[src/rtl/fetch_unit.sv]
// Instruction-fetch initiator: drives the combinational ROM, queues {pc, inst} pairs and hands them to decode.
// Optional FETCH_ALIGN_CHK_EN: flags misaligned pcs, pushes a marked entry and halts until the next redirect.
module fetch_unit #(
  parameter logic [31:0] RESET_PC = 32'h0000_0000,
  parameter int          DEPTH    = 2
) (
  input  logic        clk,
  input  logic        rst,
  output logic        rom_ce_o,
  output logic [31:0] rom_addr_o,
  input  logic [31:0] rom_inst_i,
  input  logic        branch_flag_i,
  input  logic [31:0] branch_target_i,
  output logic        id_valid_o,
  input  logic        id_ready_i,
  output logic [31:0] id_pc_o,
`ifdef FETCH_ALIGN_CHK_EN
  output logic [31:0] id_inst_o,
  output logic        id_misalign_o
`else
  output logic [31:0] id_inst_o
`endif
);

  localparam int PW = (DEPTH > 1) ? $clog2(DEPTH) : 1;
  localparam int CW = PW + 1;
  localparam logic [CW-1:0] DEPTH_C   = CW'(DEPTH);
  localparam logic [31:0]   ZERO_WORD = 32'h0000_0000;

  logic          en_r;
  logic [31:0]   pc;
  logic [CW-1:0] count;
  logic [PW-1:0] rd_ptr;
  logic [PW-1:0] wr_ptr;

  logic [31:0]   mem_pc   [DEPTH];
  logic [31:0]   mem_inst [DEPTH];

  logic          pop;
  logic          room;
  logic          push;
  logic [31:0]   push_inst;

  // Decode handshake: an entry transfers on every rising edge where id_valid_o
  // and id_ready_i are both high; the head is held stable while valid && !ready.
  assign id_valid_o = (count != '0);
  assign pop        = id_valid_o & id_ready_i;
  assign room       = (count < DEPTH_C) | pop;
  assign rom_addr_o = pc;

`ifdef FETCH_ALIGN_CHK_EN
  logic halt;
  logic misalign;
  logic mem_mis [DEPTH];

  assign misalign  = (pc[1:0] != 2'b00);
  assign push      = en_r & ~branch_flag_i & ~halt & room;
  assign rom_ce_o  = push & ~misalign;
  assign push_inst = misalign ? ZERO_WORD : rom_inst_i;
  assign id_misalign_o = id_valid_o & mem_mis[rd_ptr];

  // A misaligned fetch stops the front end until decode redirects it.
  always_ff @(posedge clk or posedge rst) begin
    if (rst) begin
      halt <= 1'b0;
    end else if (branch_flag_i) begin
      halt <= 1'b0;
    end else if (push & misalign) begin
      halt <= 1'b1;
    end
  end

  always_ff @(posedge clk) begin
    if (push) begin
      mem_mis[wr_ptr] <= misalign;
    end
  end
`else
  assign push      = en_r & ~branch_flag_i & room;
  assign rom_ce_o  = push;
  assign push_inst = rom_inst_i;
`endif

  assign id_pc_o   = id_valid_o ? mem_pc[rd_ptr]   : ZERO_WORD;
  assign id_inst_o = id_valid_o ? mem_inst[rd_ptr] : ZERO_WORD;

  always_ff @(posedge clk or posedge rst) begin
    if (rst) begin
      en_r   <= 1'b0;
      pc     <= RESET_PC;
      count  <= '0;
      rd_ptr <= '0;
      wr_ptr <= '0;
    end else begin
      en_r <= 1'b1;
      if (branch_flag_i) begin
        // Redirect wins: any same-cycle pop is a completed handoff, the rest is dropped.
        pc     <= branch_target_i;
        count  <= '0;
        rd_ptr <= '0;
        wr_ptr <= '0;
      end else begin
        if (push) begin
          pc     <= pc + 32'd4;
          wr_ptr <= wr_ptr + 1'b1;
        end
        if (pop) begin
          rd_ptr <= rd_ptr + 1'b1;
        end
        case ({push, pop})
          2'b10:   count <= count + CW'(1);
          2'b01:   count <= count - CW'(1);
          default: count <= count;
        endcase
      end
    end
  end

  always_ff @(posedge clk) begin
    if (push) begin
      mem_pc[wr_ptr]   <= pc;
      mem_inst[wr_ptr] <= push_inst;
    end
  end

endmodule
[config.mk]
export PLATFORM = sky130hd
export DESIGN_NAME = fetch_unit
export DESIGN_NICKNAME = d
export VERILOG_FILES = /design/src/rtl/fetch_unit.sv
export SDC_FILE = /design/constraint.sdc
export NUM_CORES = 1
export LEC_CHECK = 0
export CORE_MARGIN = 2
export CORE_UTILIZATION = 50
export CTS_BUF_LIST = sky130_fd_sc_hd__clkbuf_8
export CTS_CLUSTER_DIAMETER = 100
export DETAILED_ROUTE_END_ITERATION = 16
export DONT_BUFFER_PORTS = 1
export REMOVE_ABC_BUFFERS = 1
export SLEW_MARGIN = 20
export SYNTH_ARGS = -nofsm -noshare
export SYNTH_HDL_FRONTEND = slang
export SYNTH_SLANG_ARGS = --single-unit
[constraint.sdc]
create_clock -name clk -period 6.7 [get_ports clk]
set_input_delay 1.005 -clock clk [delete_from_list [all_inputs] [get_ports clk]]
set_output_delay 1.005 -clock clk [all_outputs]
set_load 0.01 [all_outputs]
**After elaboration in Yosys (flattened, before gate mapping)**

Memory sizes are Yosys's and may differ from the RTL's.
Index checks and enable logic that the tools add are counted.

- Register bits: 37
- RAM bits: 128
- Input port bits: 68
- Word-level logic and storage cells: 36
- Memories: 2

Memory list:

| name | depth | bits a word | rd ports | clocked after memory_dff | write ports | RTL line | text |
|---|---|---|---|---|---|---|---|
| mem_inst | 2 | 32 | 1 | 0 | 1 | 37 | `logic [31:0] mem_inst [DEPTH];` |
| mem_pc | 2 | 32 | 1 | 0 | 1 | 36 | `logic [31:0] mem_pc [DEPTH];` |

- Add/sub/neg operators: 5
- Order comparisons: 1
- Eq/ne operators: 2
- Multiplexer cells: 12
- Bitwise logic cells: 5
- Reductions and logical operators: 4

Operators with widths:

| operator | count |
|---|---|
| 2-to-1 mux 32 bit | 4 |
| adder 32 x 3 -> 32 bit, second input constant | 1 |
| 2-to-1 mux 1 bit | 6 |
| nonzero test 2 bit | 3 |
| one-hot mux 2 bit (2 select lines) | 1 |
| AND 1 bit | 3 |
| nonzero test 3 bit | 1 |
| adder 1 bit, second input constant | 2 |
| adder 2 x 1 -> 2 bit, second input constant | 1 |
| equality test 2 x 1 -> 1 bit, second input constant | 1 |
| equality test 2 bit, second input constant | 1 |
| < comparator 2 bit, second input constant | 1 |
| 2-to-1 mux 2 bit | 1 |
| subtractor 2 x 1 -> 2 bit, second input constant | 1 |
| inverter 1 bit | 1 |
| bitwise OR 1 bit | 1 |

**Longest topological paths before layout**

Gate-level depths: netlist (run 1).

- Depth after elaboration: 7
- Depth in mapped cells: 7
- Gate-level depth less buffers: 5

**Worst setup path before layout (run 1)**

No wires, ideal clock.

- Kind: input to register
- Start: input port branch_flag_i
- End: memory mem_inst[0][0] (enable)
- Arrival time: 6.014 ns
- Required time: 6.135 ns
- Setup slack: 0.121 ns
- Cell stages on the path: 4
- Buffers on the path: 3
- Cell sequence: clkbuf_1 buf_1 buf_1 nor3_1

- Word-level cells in the longest chain between the ends: 5

RTL lines:

| what | RTL line | text |
|---|---|---|
| start: declaration | 12 | `input logic branch_flag_i,` |
| inverter 1 bit | 79 | `assign push = en_r & ~branch_flag_i & room;` |
| AND 1 bit (2 in a row) | 79 |  |
| 2-to-1 mux 1 bit | 120 | `if (push) begin` |
| 2-to-1 mux 1 bit (implied by the code) | 122 | `mem_inst[wr_ptr] <= push_inst;` |
| end: declaration | 37 |  |

No other way between the ends.

**Worst setup path after layout (run 1)**

- Start: register rd_ptr
- End: output port id_pc_o[14]

- Word-level cells in the longest chain between the ends: 2

RTL lines:

| what | RTL line | text |
|---|---|---|
| start: declaration | 33 | `logic [PW-1:0] rd_ptr;` |
| start signal: assignment | 108 | `rd_ptr <= rd_ptr + 1'b1;` |
| memory (2 x 32 bit) | -- |  |
| 2-to-1 mux 32 bit | 84 | `assign id_pc_o = id_valid_o ? mem_pc[rd_ptr] : ZERO_WORD;` |
| end: declaration | 16 | `output logic [31:0] id_pc_o,` |

No other way between the ends.

==> results of run 1 <==
cell type report:
| type | instances | area (um2) |
|---|---|---|
| Fill cell | 1188 | 6120 |
| Sequential cell | 165 | 4770 |
| Multi-Input combinational cell | 319 | 2080 |
| Clock inverter | 15 | 284 |
| Clock buffer | 17 | 234 |
| Tap cell | 180 | 225 |
| Timing Repair Buffer | 4 | 30.0 |
| Inverter | 5 | 18.8 |
layer usage:
layer,GRT usage (%),wire length (um)
met5,0,0
met4,8.55,359
met3,8.09,1360
met1,22.5,5600
met2,30.3,6850
placed cells by master (no fill, tap or decap), drive strengths merged, types with 7 or more instances in the layout:
master | netlist | final
clkbuf | 17 | 17
nand2 | 18 | 18
nand3 | 12 | 12
edfxtp | 128 | 128
xor2 | 7 | 7
o31ai | 11 | 11
nor2 | 87 | 87
or4 | 11 | 11
a31oi | 14 | 14
mux2i | 67 | 67
dfrtp | 37 | 37
bufinv | 0 | 8
nand4 | 16 | 16
o21ai | 14 | 14
power groups by stage:
stage	combinational, mW	sequential, mW	clock [mW]
CTS	0.191	1.24	0.918
floorplan	0.148	1.25	0
global route	0.209	1.25	0.959
detailed placement	0.191	1.26	0
finish	0.186	1.24	0.901
global placement	0.187	1.26	0
kinds of logic after synthesis:
| logic type | after synthesis |
|---|---|
| AOI/OAI and AO/OA | 56 |
| adders and majority gates | 1 |
| muxes | 69 |
| and+or+nand+nor | 184 |
| buffers and inverters | 39 |
| DFF | 165 |
| xor gates and xnor gates | 8 |
| other | 1 |
per-stage QoR:
step	cells	setup slack [ps]	util [%]	hold WS, ps
finish	705	3400	55.5	550
global route	705	3260	55.5	580
CTS	705	3330	55.5	550
detailed placement	673	3630	51.8	556
global placement	673	3680	51.8	550
floorplan	489	309	-	519
registers in the layout, summed over array words and instances (netlist names):
register,flops
rd_ptr,1
wr_ptr,1
mem_inst,64
en_r,1
rom_addr_o,32
mem_pc,64
count,2
final timing paths:
kind,from,endpoint,slack [ps],cells after the start
setup / recovery,rd_ptr$_DFFE_PP0P_,id_pc_o[14],3400,3
hold / removal,rst,rom_addr_o[3]$_DFFE_PP0P_,550,2
setup reg to reg,count[1]$_DFFE_PP0P_,mem_pc[1][4]$_DFFE_PP_,4190,4
hold reg to reg,rom_addr_o[1]$_DFFE_PP0P_,mem_pc[0][1]$_DFFE_PP_,570,0
max in group asynchronous,rst,rd_ptr$_DFFE_PP0P_,5770,2
min in group clk,rom_addr_o[1]$_DFFE_PP0P_,mem_pc[0][1]$_DFFE_PP_,570,0
critical path, cell delays in order (launching register included):
cell and delay [ps]:
dfrtp_4 720, buf_4 680, mux2i_1 190, nor2_1 250
==> out/metrics.cfg, run 1 <==
[drt]
drt-vias-per-instance = 5.80
final_antenna_net_count = 0
drt_iter0_markers = 329
first_pass_iters = 4
post-route-drc-count = 0
routed_wirelength_mm = 14.2
vias = 4086
wire_per_inst_um = 20.1

[synth]
ys_ff_latch = 165
ys_seq_area_share_pct = 68.0
synthArstFlopShare_pct = 22.4
synthXorXnorAreaFrac_pct = 0.999
synth_top_flop_cell = edfxtp_1
synth_top_family_by_area = simple AND/OR/NAND/NOR gates
yosys.area.top_type = edfxtp_1
syn_area_per_cell_um2 = 13.4
synth_area_leaders = edfxtp_1, dfrtp_1, mux2i_1
syn_area_mm2 = 0.00702
synth_mux_area_share_pct = 9.88
synth.most_common_cell = edfxtp_1
synth_simple_gate_area_share_pct = 13.0
synth_compound_area_share_pct = 5.42
synth_cells = 523
synth_edf_count = 128
yosys_warnings = 0
synth_top_cell_area_share_pct = 54.8
synth_top_cells_by_count = edfxtp_1, nor2_1, mux2i_1
yosys.cell_types.count = 45
synth_fa_ha_area_share_pct = 0.178

[timing]
min_period_ps = 3300
relSlewSlack_pct = 37.1
rsz0062_at_grt = false
min_period_over_period_pct = 49.2
tightest_slew_ps = 943
fin_skew_ps = 7.12
fin_tns_setup_ps = 0
clock.fmax_ghz = 0.303
setup_violations = 0
drv_slew = 0
hold_viol = 0

[global_route]
globalRouteOverflowTotal = 0
antenna_found_initial = 0
grt_max_degree = 66
grt_pass1_vias = 3879
grtUsageTotal_pct = 19.0
grt_pass1_wl_mm = 21.1

[critical_path]
worstSetupStartpointType = register
worst-setup-path-type = register to output port
cp_data_required_time_ps = 5690
cp_max_fo = 42
endpoint_kind = output port
crit_arrival_ps = 2290

[finish]
antenna_cells = 0
drive_above_1_share_pct = 8.38
synthToLayoutAreaGrowth_pct = 9.04
final_nets = 581
fin_area_mm2 = 0.00765

[clock_network]
clock-sinks = 165
cts-root-buf = clkbuf_8
post_cts_resize_count = 0
ctsHoldBuffers = 0
cts_tree = yes
clock_latency_ps = 440
cts_buffers = 17
htree_levels = 4
cts_setup_buffers = 0
clockBufferDepth = 2
path_clk_slew_ps = 80

[floorplanning]
initial_core_util_pct = 50.9
die_area_mm2 = 0.0150
rows = 43
die_y_um = 122
core_mm2 = 0.0138
io_pins = 166
die_x_um = 122

[placement]
dp_hpwl_mm = 9.01
port_buffers = 0
gp_congestion = 0.746
dpl-instance-area_mm2 = 0.00713

[power_and_ir_drop]
peakVddDrop_uv = 126
finalPower_mw = 2.32
p_seq_share_pct = 53.2
switching_power_mw = 0.536
swShare_pct = 23.0
intPower_mw = 1.79
total_leakage_power_nw = 2.53
pwr-share-clk_pct = 38.8
pwr-share-comb_pct = 8.0
power.density_mw_per_mm2 = 304

[run_status]
status = complete, no violations

[flow_run]
max_cap_viol_count = 0

[worst_hold_path]
hold_class = primary input to asynchronous set/reset pin

No activity file was read; power rests on OpenSTA's default activity.
==> run 2: changes to the inputs <==
==> constraint.sdc (replaced) <==
create_clock -name clk -period 3.2 [get_ports clk]
set_input_delay 0.48 -clock clk [delete_from_list [all_inputs] [get_ports clk]]
set_output_delay 0.48 -clock clk [all_outputs]
set_load 0.01 [all_outputs]
==> out/metrics.cfg, run 2 (synthesis results as in run 1) <==
[clock_network]
post_cts_resize_count = 0  ; unchanged
clockBufferDepth = 2  ; unchanged
ctsHoldBuffers = 1  ; +1
cts_buffers = 17  ; unchanged
cts_tree = yes
clock_latency_ps = 450  ; about the same
path_clk_slew_ps = 80  ; about the same
htree_levels = 4  ; unchanged
cts-root-buf = clkbuf_8
clock-sinks = 165  ; unchanged
cts_setup_buffers = 0  ; unchanged

[drt]
routed_wirelength_mm = 14.4  ; +1.9%
vias = 4153  ; +1.6%
drt_iter0_markers = 303  ; -7.9%
final_antenna_net_count = 0  ; unchanged
wire_per_inst_um = 20.4  ; +1.5%
wl_met2_mm = 7.04  ; +2.8%
drt-vias-per-instance = 5.87  ; +1.2%
met1_length_mm = 6.01  ; +7.3%
first_pass_iters = 4  ; unchanged
post-route-drc-count = 0  ; unchanged
dr_wl_met3_mm = 1.16  ; -15%
top_layer = met4

[power_and_ir_drop]
peakVddDrop_uv = 293  ; +130%
finalPower_mw = 4.28  ; +84%
total_leakage_power_nw = 2.47  ; -2.3%
power.density_mw_per_mm2 = 567  ; +86%

[placement]
port_buffers = 0  ; unchanged
gp_congestion = 0.767  ; +2.8%
dp_hpwl_mm = 9.45  ; +4.9%

[critical_path]
slowest_delay_ps = 830  ; +110 ps
crit_arrival_ps = 1990  ; -300 ps
crit_family = flip-flops
path_buf_inv = 1  ; unchanged
cp_data_required_time_ps = 2720  ; -2970 ps
endpoint_kind = output port
worst-setup-path-type = register to output port
critPathSlowestCell = dfrtp_4
worstSetupStartpointType = register
path_cells = buf_4 > mux2i_1 > nor2_1
r2r_slack_ps = 790  ; -3400 ps
cp_max_fo = 32  ; -24%

[global_route]
grt_max_degree = 52  ; -21%
grt_pass1_wl_mm = 21.9  ; +3.5%
grtUsageTotal_pct = 19.7  ; +0.64 points
globalRouteOverflowTotal = 0  ; unchanged
antenna_found_initial = 0  ; unchanged
grt_pass1_vias = 3981  ; +2.6%

[floorplanning]
initial_core_util_pct = 50.9  ; unchanged
die_x_um = 122  ; unchanged
rows = 43  ; unchanged
io_pins = 166  ; unchanged
core_mm2 = 0.0138  ; unchanged
die_y_um = 122  ; unchanged
die_area_mm2 = 0.0150  ; unchanged

[timing]
relSlewSlack_pct = 44.5  ; +7.4 points
min_period_ps = 2470
fin_tns_setup_ps = 0  ; unchanged
tightest_slew_ps = 833  ; -110 ps
clock.fmax_ghz = 0.404
hold_viol = 0  ; unchanged
setup_violations = 0  ; unchanged
rsz0062_at_grt = false
min_period_over_period_pct = 77.3
drv_slew = 0  ; unchanged
fin_skew_ps = 11.6  ; +4.52 ps

[finish]
fill_cells = 1179  ; -0.76%
fin_util_pct = 54.8  ; -0.72 points
final_common_cell = edfxtp_1
final_nets = 586  ; +0.86%
final_cell_mix = edfxtp_1, nor2_1, mux2i_1
synthToLayoutAreaGrowth_pct = 7.63
drive_above_1_share_pct = 8.14  ; -0.24 points
antenna_cells = 0  ; unchanged

[worst_hold_path]
hold_class = primary input to register

[flow_run]
max_cap_viol_count = 0  ; unchanged

[run_status]
status = complete, no violations

## run 2: worst reg2reg max path, stage by stage (launching register included)
cell,delay (ps)
dfrtp_1,450
nand2b_1,310
nand2_1,250
nor2_1,270
and2_4,490
buf_12,300
## run 2: layout make-up
type | count | area (um2) | area share (%)
sequential | 165 | 4770 | 63.2
multi-input combinational | 319 | 2080 | 27.6
clock buffer | 17 | 234 | 3.10
tap | 180 | 225 | 2.98
timing repair buffer | 9 | 120 | 1.59
clock inverter | 13 | 95.1 | 1.26
inverter | 5 | 18.8 | 0.249
## run 2: path summary, 6_finish.rpt
kind / from / endpoint / cells after the start
setup / recovery: rd_ptr$_DFFE_PP0P_ / id_pc_o[28] / 3
hold / removal: branch_flag_i / rd_ptr$_DFFE_PP0P_ / 1
setup reg to reg: count[1]$_DFFE_PP0P_ / mem_inst[1][0]$_DFFE_PP_ / 5
hold reg to reg: rom_addr_o[1]$_DFFE_PP0P_ / mem_pc[1][1]$_DFFE_PP_ / 0
max in group asynchronous: rst / rom_addr_o[20]$_DFFE_PP0P_ / 3
min in group asynchronous: rst / count[1]$_DFFE_PP0P_ / 2
## run 2: metal layers
metal / global-route usage [%] / up-vias
met2: 31.4 / 133
met3: 7.02 / 20
met5: 0 / -
met4: 7.47 / 0
li1: - / 1940
met1: 24.7 / 2060
## run 2: power breakdown
part | leakage [nW] | switching, mW | internal (mW)
logic | 0.703 | 0.256 | 0.150
registers | 1.60 | 0.148 | 2.45
clock network | 0.163 | 0.689 | 0.586
## run 2: stage by stage
| step | instance area (um2) | cells | hold slack, ps | setup WS [ps] |
|---|---|---|---|---|
| after global routing | 7550 | 708 | 75.8 | 611 |
| after floorplan | 6860 | 489 | 519 | -2670 |
| after detailed placement | 7210 | 677 | 310 | 761 |
| after global placement | 7210 | 677 | 307 | 785 |
| final | 7550 | 708 | 111 | 727 |
| after CTS | 7550 | 708 | 70.8 | 673 |
==> run 3: changes to the inputs <==
==> constraint.sdc (replaced) <==
create_clock -name clk -period 2.6 [get_ports clk]
set_input_delay 0.39 -clock clk [delete_from_list [all_inputs] [get_ports clk]]
set_output_delay 0.39 -clock clk [all_outputs]
set_load 0.01 [all_outputs]
==> out/metrics.cfg, run 3 (synthesis results as in run 1) <==
[finish]
final_cell_mix = edfxtp_1, nor2_1, mux2i_1
antenna_cells = 0  ; unchanged
fill_cells = 1135  ; -3.7%
multi_input_area_mm2 = 0.00208  ; unchanged
register_area_mm2 = 0.00477  ; unchanged
synthToLayoutAreaGrowth_pct = 12.9
drive_above_1_share_pct = 8.91  ; +0.77 points
fin_util_pct = 57.5  ; +2.7 points
final_nets = 617  ; +5.3%
final_common_cell = edfxtp_1

[drt]
routed_wirelength_mm = 14.9  ; +3.4%
drt_iter0_markers = 303  ; unchanged
final_antenna_net_count = 0  ; unchanged
wire_per_inst_um = 20.2  ; -1.2%
post-route-drc-count = 0  ; unchanged
drt-vias-per-instance = 5.75  ; -1.9%
vias = 4262  ; +2.6%
first_pass_iters = 5  ; +1

[critical_path]
r2r_slack_ps = 440  ; -350 ps
path_cells = buf_12 > mux2i_1 > nor2_1
worst-setup-path-type = register to output port
r2r.worst_path.cells = 4  ; -1
cp_data_required_time_ps = 2210  ; -510 ps
critPathSlowestCell = dfrtp_4
path_buf_inv = 1  ; unchanged
crit_arrival_ps = 1790  ; -200 ps
endpoint_kind = output port
r2r-end = rom_addr_o[19]$_DFFE_PP0P_
cp_max_fo = 30  ; -6.3%
slowest_delay_ps = 660  ; -170 ps
crit_family = flip-flops
timing.rr.start = rom_addr_o[4]$_DFFE_PP0P_
worstSetupStartpointType = register

[global_route]
antenna_found_initial = 0  ; unchanged
grt_pass1_vias = 4022  ; +1.0%
grtUsageTotal_pct = 20.3  ; +0.60 points
grt_max_degree = 54  ; +3.8%
globalRouteOverflowTotal = 0  ; unchanged
grt_pass1_wl_mm = 22.5  ; +2.6%

[worst_hold_path]
hold_end = mem_inst[0][1]$_DFFE_PP_
min_from = rom_inst_i[1]
hold_class = primary input to register
worstHoldPathCells = 0  ; -1

[floorplanning]
die_area_mm2 = 0.0150  ; unchanged
die_y_um = 122  ; unchanged
io_pins = 166  ; unchanged
initial_core_util_pct = 50.9  ; unchanged
die_x_um = 122  ; unchanged
core_mm2 = 0.0138  ; unchanged
rows = 43  ; unchanged

[timing]
relSlewSlack_pct = 46.5  ; +2.0 points
setup_ws_ps = 416  ; -311 ps
fin_skew_ps = 11.1  ; -0.511 ps
hold_viol = 0  ; unchanged
clock.fmax_ghz = 0.458
min_period_over_period_pct = 84.0
timing.hold.ws_ps = 43.8  ; -67.5 ps
tightest_slew_ps = 802  ; -30.2 ps
setup_violations = 0  ; unchanged
drv_slew = 0  ; unchanged
min_period_ps = 2180
rsz0062_at_grt = false

[clock_network]
clock-sinks = 165  ; unchanged
cts_buffers = 17  ; unchanged
cts-root-buf = clkbuf_8
cts_setup_buffers = 0  ; unchanged
path_clk_slew_ps = 80  ; about the same
clockBufferDepth = 2  ; unchanged
ctsHoldBuffers = 2  ; +1
cts_tree = yes
post_cts_resize_count = 0  ; unchanged
htree_levels = 4  ; unchanged
clock_latency_ps = 450  ; about the same

[flow_run]
max_cap_viol_count = 0  ; unchanged

[placement]
pre_cts_ws_ps = 435  ; -325 ps
dp_hpwl_mm = 9.92  ; +5.0%
gp_congestion = 0.760  ; -0.89%
port_buffers = 0  ; unchanged

[power_and_ir_drop]
peakVddDrop_uv = 322  ; +9.7%
switching_power_mw = 1.41  ; +29%
power.density_mw_per_mm2 = 692  ; +22%
pwr-share-comb_pct = 10.2  ; +0.7 points
pwr-share-clk_pct = 31.7  ; +1.9 points
total_leakage_power_nw = 2.62  ; +6.2%
intPower_mw = 4.07  ; +28%
p_seq_share_pct = 58.1  ; -2.6 points
swShare_pct = 25.8  ; +0.21 points

[run_status]
status = complete, no violations

==> run 3: power groups by stage <==
stage               Sequential [mW]  Clock [mW]  Combinational (mW)
global placement               3.24           0               0.519
CTS                            3.19        1.78               0.533
global route                   3.21        1.90               0.619
detailed placement             3.24           0               0.528
floorplan                      3.22           0               0.382
finish                         3.18        1.74               0.560
==> run 3: stage by stage <==
step / std cells / instance area (um2) / total power [mW] / setup TNS [ps]
after global placement: 682 / 7270 / 3.76 / 0
after global routing: 741 / 7920 / 5.73 / 0
after floorplan: 489 / 6860 / 3.60 / -263770
final: 741 / 7920 / 5.48 / 0
after CTS: 716 / 7670 / 5.50 / 0
after detailed placement: 682 / 7280 / 3.77 / 0
==> run 3: layout make-up <==
class                   instances  area share (%)
clock buffers                  17            2.95
inverters                       5           0.253
well taps                     180            2.84
repair buffers                 40            5.59
clock inverters                15            1.77
multi-input cells             319            26.3
flip-flops and latches        165            60.3
==> run 3: how the worst max path moves through the flow <==
| stage | from | end | slack, ps | cells after the start |
|---|---|---|---|---|
| after CTS | rd_ptr$_DFFE_PP0P_ | id_inst_o[19] | 380 | 3 |
| after floorplan | id_ready_i | mem_inst[0][0]$_DFFE_PP_ | -3180 | 3 |
| after detailed placement | rom_addr_o[4]$_DFFE_PP0P_ | rom_addr_o[19]$_DFFE_PP0P_ | 440 | 4 |
| final | rd_ptr$_DFFE_PP0P_ | id_inst_o[19] | 420 | 3 |
| after global routing | count[1]$_DFFE_PP0P_ | rom_ce_o | 260 | 4 |
| after global placement | rom_addr_o[2]$_DFFE_PP0P_ | rom_addr_o[26]$_DFFE_PP0P_ | 530 | 5 |
==> run 3: metal layers <==
layer  up-vias  routed length, um  GRT usage (%)
met5         -                  0              0
met4         0                197           7.69
met3        13               1200           9.01
met2       134               7370           31.9
met1      2112               6170           24.7
li1       2003                  -              -
